<file path="config.mk">
export PLATFORM = sky130hd
export DESIGN_NAME = fetch_unit
export DESIGN_NICKNAME = d
export VERILOG_FILES = /design/src/rtl/fetch_unit.sv
export SDC_FILE = /design/constraint.sdc
export NUM_CORES = 1
export LEC_CHECK = 0
export BUFFER_PORTS_ARGS = -buffer_cell sky130_fd_sc_hd__buf_2
export CORE_ASPECT_RATIO = 1.5
export CORE_MARGIN = 2
export CORE_UTILIZATION = 55
export CTS_CLUSTER_SIZE = 12
export DETAILED_ROUTE_END_ITERATION = 6
export GPL_ROUTABILITY_DRIVEN = 0
export PLACE_DENSITY = 0.8
export SYNTH_ARGS = -nofsm -noshare
export SYNTH_HDL_FRONTEND = slang
export SYNTH_SLANG_ARGS = --single-unit
</file>
<file path="constraint.sdc">
create_clock -name clk -period 3.6 [get_ports clk]
set_clock_uncertainty 0.15 [all_clocks]
set_input_delay 0.72 -clock clk [delete_from_list [all_inputs] [get_ports clk]]
set_output_delay 0.72 -clock clk [all_outputs]
set_load 0.02 [all_outputs]
</file>
<file path="src/rtl/fetch_unit.sv">
// Sequential instruction fetch with a 2-entry {pc, word} buffer, credit-limited requests and
// redirect flush. Macro FETCH_MISALIGN_TRAP_EN enables the misaligned-redirect halt/trap.
module fetch_unit #(
  parameter logic [31:0] RESET_PC = 32'h0000_0000
) (
  input  logic        clk,
  input  logic        rst_n,
  input  logic        redirect_valid,
  input  logic [31:0] redirect_pc,
  output logic        imem_req_valid,
  output logic [31:0] imem_req_addr,
  input  logic        imem_req_ready,
  input  logic        imem_resp_valid,
  input  logic [31:0] imem_resp_data,
  output logic        instr_valid,
  output logic [31:0] instr,
  output logic [31:0] instr_pc,
  input  logic        instr_ready,
  output logic        misalign
);

  typedef enum logic {StRun, StHalt} state_e;

  state_e      r_state;
  logic [31:0] r_pc;
  logic [1:0]  r_out;
  logic [1:0]  r_drop;
  logic [1:0]  r_count;
  logic        r_head;
  logic [31:0] r_buf_pc   [2];
  logic [31:0] r_buf_data [2];

  logic [31:0] w_target;
  logic        w_misaligned;
  logic [2:0]  w_credit_used;
  logic [1:0]  w_in_flight;
  logic        w_accept;
  logic        w_pop;
  logic        w_push;
  logic        w_drop_beat;
  logic        w_tail;
  logic [31:0] w_oldest_pc;

`ifdef FETCH_MISALIGN_TRAP_EN
  logic r_misalign;
  assign w_target     = redirect_pc;
  assign w_misaligned = |redirect_pc[1:0];
  assign misalign     = r_misalign;
`else
  assign w_target     = {redirect_pc[31:2], redirect_pc[1:0] & 2'b00};
  assign w_misaligned = 1'b0;
  assign misalign     = 1'b0;
`endif

  assign w_credit_used  = {1'b0, r_drop} + {1'b0, r_out} + {1'b0, r_count};
  assign imem_req_valid = rst_n && (r_state == StRun) && !redirect_valid && (w_credit_used < 3'd2);
  assign imem_req_addr  = r_pc;

  assign instr_valid = (r_count != 2'd0) && !redirect_valid;
  assign instr       = r_buf_data[r_head];
  assign instr_pc    = r_buf_pc[r_head];

  assign w_accept    = imem_req_valid && imem_req_ready;
  assign w_pop       = instr_valid && instr_ready;
  assign w_drop_beat = imem_resp_valid && (r_drop != 2'd0);
  assign w_push      = imem_resp_valid && (r_drop == 2'd0);
  assign w_tail      = r_head ^ r_count[0];
  // Requests since the last redirect are sequential, so the oldest one trails the fetch PC.
  assign w_oldest_pc = r_pc - {28'd0, r_out, 2'b00};
  assign w_in_flight = r_drop + r_out;

  always_ff @(posedge clk or negedge rst_n) begin
    if (!rst_n) begin
      r_state <= StRun;
      r_pc    <= RESET_PC;
      r_out   <= 2'd0;
      r_drop  <= 2'd0;
      r_count <= 2'd0;
      r_head  <= 1'b0;
      for (int i = 0; i < 2; i++) begin
        r_buf_pc[i]   <= 32'd0;
        r_buf_data[i] <= 32'd0;
      end
`ifdef FETCH_MISALIGN_TRAP_EN
      r_misalign <= 1'b0;
`endif
    end else if (redirect_valid) begin
      r_pc    <= w_target;
      r_count <= 2'd0;
      r_head  <= 1'b0;
      r_out   <= 2'd0;
      // A response arriving this cycle is discarded and no longer counts as in flight.
      r_drop  <= (imem_resp_valid && w_in_flight != 2'd0) ? w_in_flight - 2'd1 : w_in_flight;
      r_state <= w_misaligned ? StHalt : StRun;
`ifdef FETCH_MISALIGN_TRAP_EN
      r_misalign <= w_misaligned;
`endif
    end else begin
      if (w_accept) r_pc <= r_pc + 32'd4;
      r_out   <= r_out + {1'b0, w_accept} - {1'b0, w_push};
      r_count <= r_count + {1'b0, w_push} - {1'b0, w_pop};
      if (w_drop_beat) r_drop <= r_drop - 2'd1;
      if (w_pop) r_head <= ~r_head;
      if (w_push) begin
        r_buf_pc[w_tail]   <= w_oldest_pc;
        r_buf_data[w_tail] <= imem_resp_data;
      end
    end
  end

endmodule

</file>
==> impl_metrics.sql <==
INSERT INTO impl_metrics (metric_group, metric, value, unit) VALUES
('routing', 'detail-route-antenna-nets', '0', ''),
('floorplan', 'fp.dieW', '103.7', 'um'),
('layout', 'flow.area_growth_from_synthesis', '18.84', '%'),
('synth', 'netlist_top_cells_area', 'sky130_fd_sc_hd__dfrtp_1 49%, sky130_fd_sc_hd__nand2_1 14%, sky130_fd_sc_hd__mux2_2 8.5%', ''),
('synth', 'asyncSetResetFlopFracSynth', '100.0', '%'),
('routing', 'drt-vias-per-instance', '5.389', ''),
('synth', 'post-synth-top-count-cell', 'sky130_fd_sc_hd__nand2_1', ''),
('routing', 'detail_route.drc_violations', '0', ''),
('synth', 'yosys_warnings', '0', ''),
('synth', 'syn-mean-instance-area', '9.135', 'um2'),
('power_and_ir_drop', 'cell_internal_pwr', '0.004890', 'W'),
('floorplan', 'std_cell_rows', '54', ''),
('flow_run', 'max_cap_violations', '0', ''),
('timing', 'rsz0062_at_grt', 'false', ''),
('layout', 'postLayoutCellArea', '9738', 'um2'),
('power_and_ir_drop', 'comb_power_share', '39.8', '%'),
('synth', 'yosys.area.top_type_share', '49.17', '%'),
('place', 'post_dp_cell_area', '9143', 'um2'),
('synth', 'synth_flop_cell', 'sky130_fd_sc_hd__dfrtp_1', ''),
('layout', 'fillers', '1230', ''),
('grt', 'overall_track_demand_over_capacity_in_global_routing', '24.84', '%'),
('timing', 'final.period_utilization', '93.35', '%'),
('grt', 'antenna_found_initial', '0', ''),
('clock_tree', 'ctsHtreeMaxLevel', '4', ''),
('clock_tree', 'clk_latency', '0.41', 'ns'),
('setup_path', 'setup.worst_path.end_class', 'primary output', ''),
('power_and_ir_drop', 'seq_power_share', '37.2', '%'),
('clock_tree', 'cts_buffers', '17', ''),
('clock_tree', 'clkTransAtPathRegs', '0.06', 'ns'),
('grt', 'grt_max_degree', '126', ''),
('floorplan', 'die_h', '153.5', 'um'),
('setup_path', 'worstSetupPathType', 'flip-flop to primary output', ''),
('place', 'place_hpwl', '12890', 'um'),
('timing', 'setup_viol', '0', ''),
('clock_tree', 'postCtsResizedCells', '0', ''),
('power_and_ir_drop', 'max-vdd-ir-drop', '388.8', 'uV'),
('timing', 'worstMarginPinSlew', '0.7648', 'ns'),
('grt', 'grt_pass1_vias', '6686', ''),
('floorplan', 'area_of_the_core', '14590', 'um2'),
('synth', 'ys_seq_elements', '161', ''),
('timing', 'clock.fmax', '297.6', 'MHz'),
('power_and_ir_drop', 'power.static_leakage', '4.758', 'nW'),
('synth', 'ys_types', '47', ''),
('clock_tree', 'cts_setup_buffers', '0', ''),
('worst_hold_path', 'timing.hold.worst.class', 'primary input to asynchronous set/reset pin', ''),
('grt', 'grt_remaining_overflow', '0', ''),
('clock_tree', 'cts_num_sinks', '161', ''),
('synth', 'yosysSeqAreaShare', '49.17', '%'),
('routing', 'detail_route.wirelength', '19070', 'um'),
('routing', 'mean_routed_wirelength_per_cell', '15.42', 'um'),
('floorplan', 'start_util', '56.15', '%'),
('synth', 'synthesized_instance_count', '897', ''),
('place', 'placement.io_buffers', '161', ''),
('timing', 'timing.max_slew.rel_slack', '48.55', '%'),
('clock_tree', 'cts_root_buffer', 'sky130_fd_sc_hd__clkbuf_16', ''),
('floorplan', 'num_ports', '169', ''),
('routing', 'num_vias', '6666', ''),
('setup_path', 'crit_path_arrival_time', '2.49', 'ns'),
('synth', 'synth_largest_area_cell', 'sky130_fd_sc_hd__dfrtp_1', ''),
('layout', 'fraction_of_layout_cells_with_a_size_suffix_above_1', '27.09', '%'),
('timing', 'endpoints_failing_hold', '0', ''),
('status', 'status', 'finished, final reports clean', ''),
('timing', 'timing.final.crit_period', '3.361', 'ns'),
('power_and_ir_drop', 'power_density', '809.4', 'nW/um2'),
('power_and_ir_drop', 'p_switching', '0.002992', 'W'),
('routing', 'drt_pass1_iterations', '7', ''),
('setup_path', 'critPathLaunchType', 'flip-flop', ''),
('layout', 'antenna-diode-count', '0', ''),
('setup_path', 'reg2reg_setup_slack', '0.34', 'ns'),
('power_and_ir_drop', 'sw_frac_of_total', '37.96', '%'),
('clock_tree', 'maximum_count_of_clock_buffers_along_a_single_path', '2', '');
[flip-flops by register name, summed over array words and instances (netlist names)]
name,cells
r_buf_pc,60
imem_req_addr,30
r_count,2
r_out,2
r_buf_data,64
r_drop,2
r_head,1
[cells in the final DEF (no fill, tap or decap), types with 4 or more instances in the layout]
cell	Yosys	final
sky130_fd_sc_hd__inv_1	19	19
sky130_fd_sc_hd__dfrtp_1	161	160
sky130_fd_sc_hd__buf_2	4	160
sky130_fd_sc_hd__nand2b_1	4	4
sky130_fd_sc_hd__and2_1	7	7
sky130_fd_sc_hd__mux2_2	62	62
sky130_fd_sc_hd__o21ai_0	85	85
sky130_fd_sc_hd__nor4_1	19	19
sky130_fd_sc_hd__a31oi_1	5	5
sky130_fd_sc_hd__xnor2_1	49	49
sky130_fd_sc_hd__or2_2	4	4
sky130_fd_sc_hd__conb_1	1	5
sky130_fd_sc_hd__ha_1	12	12
sky130_fd_sc_hd__or4_1	5	5
sky130_fd_sc_hd__nor2_1	20	20
sky130_fd_sc_hd__nand4_1	9	9
sky130_fd_sc_hd__nand3_1	12	10
sky130_fd_sc_hd__xor2_1	11	11
sky130_fd_sc_hd__nand2_1	295	295
sky130_fd_sc_hd__clkinv_2	0	4
sky130_fd_sc_hd__buf_4	5	9
sky130_fd_sc_hd__clkbuf_16	0	17
sky130_fd_sc_hd__and4_1	5	5
sky130_fd_sc_hd__nor3_1	12	10
sky130_fd_sc_hd__nor4b_1	5	5
[per-stage QoR]
step	cells	total power (W)	utilization (%)	worst slack (ns)	hold WS, ns
floorplan	901	0.005098	-	0.5850	0.2744
global placement	1206	0.005992	62.65	0.4628	0.3011
detailed placement	1206	0.006102	62.65	0.3698	0.3082
CTS	1237	0.007947	66.73	0.2072	0.2314
global route	1237	0.008435	66.73	0.07805	0.2522
finish	1237	0.007882	66.73	0.2393	0.2323
[power by group through the flow]
stage                     clock, W  combinational [W]  sequential, W
after detailed placement         0            0.00314        0.00296
after global placement           0            0.00308        0.00291
after global routing       0.00192            0.00349        0.00302
after CTS                  0.00185            0.00317        0.00293
after floorplan                  0            0.00224        0.00285
final                      0.00181            0.00314        0.00293
[area by class of cell]
| type | instances | area (um2) | area share (%) |
|---|---|---|---|
| multi-input combinational | 657 | 3872 | 39.77 |
| tap | 196 | 245.2 | 2.518 |
| clock inverter | 10 | 135.1 | 1.388 |
| inverter | 20 | 75.07 | 0.7709 |
| timing repair buffer | 172 | 919.6 | 9.444 |
| clock buffer | 21 | 460.4 | 4.728 |
| sequential | 161 | 4030 | 41.39 |
[routing by layer]
metal | vias up | wire length [um] | share of wire (%) | track usage [%]
met5 | - | 0 | 0 | 0
met4 | 0 | 507 | 2.7 | 9.974
met3 | 35 | 780 | 4.1 | 4.070
met2 | 197 | 9789 | 51 | 43.08
met1 | 3199 | 7993 | 42 | 31.12
li1 | 3235 | - | - | -
[critical path, cell delays in order, from the launching register on]
cell and delay [ns]:
sky130_fd_sc_hd__dfrtp_1 0.39, sky130_fd_sc_hd__inv_1 0.11, sky130_fd_sc_hd__fa_1 0.55, sky130_fd_sc_hd__inv_1 0.04, sky130_fd_sc_hd__ha_1 0.28, sky130_fd_sc_hd__nor3b_1 0.33
sky130_fd_sc_hd__and2_1 0.20, sky130_fd_sc_hd__buf_2 0.18
[cell families after synthesis]
group / share of synthesized area, %
buffers and inverters: 4.184
and+or+nand+nor: 22.54
muxes: 8.887
DFF: 49.17
AOI/OAI and AO/OA: 6.444
xor gates and xnor gates: 6.413
other: 0.04576
adders and majority gates: 2.321
[path summary, 6_finish.rpt]
path	start	depth (start not counted)	endpoint
max in group asynchronous	rst_n	3	r_head$_DFFE_PN0P_
worst min register to register	r_buf_data[63]$_DFFE_PN0P_	2	r_buf_data[63]$_DFFE_PN0P_
worst min-delay path	rst_n	2	imem_req_addr[16]$_DFFE_PN0P_
worst max-delay path	r_out[1]$_DFF_PN0_	7	imem_req_valid
worst max register to register	r_out[1]$_DFF_PN0_	9	imem_req_addr[28]$_DFFE_PN0P_
min in group clk	r_buf_data[63]$_DFFE_PN0P_	2	r_buf_data[63]$_DFFE_PN0P_
(Power assumes the default switching activity.)
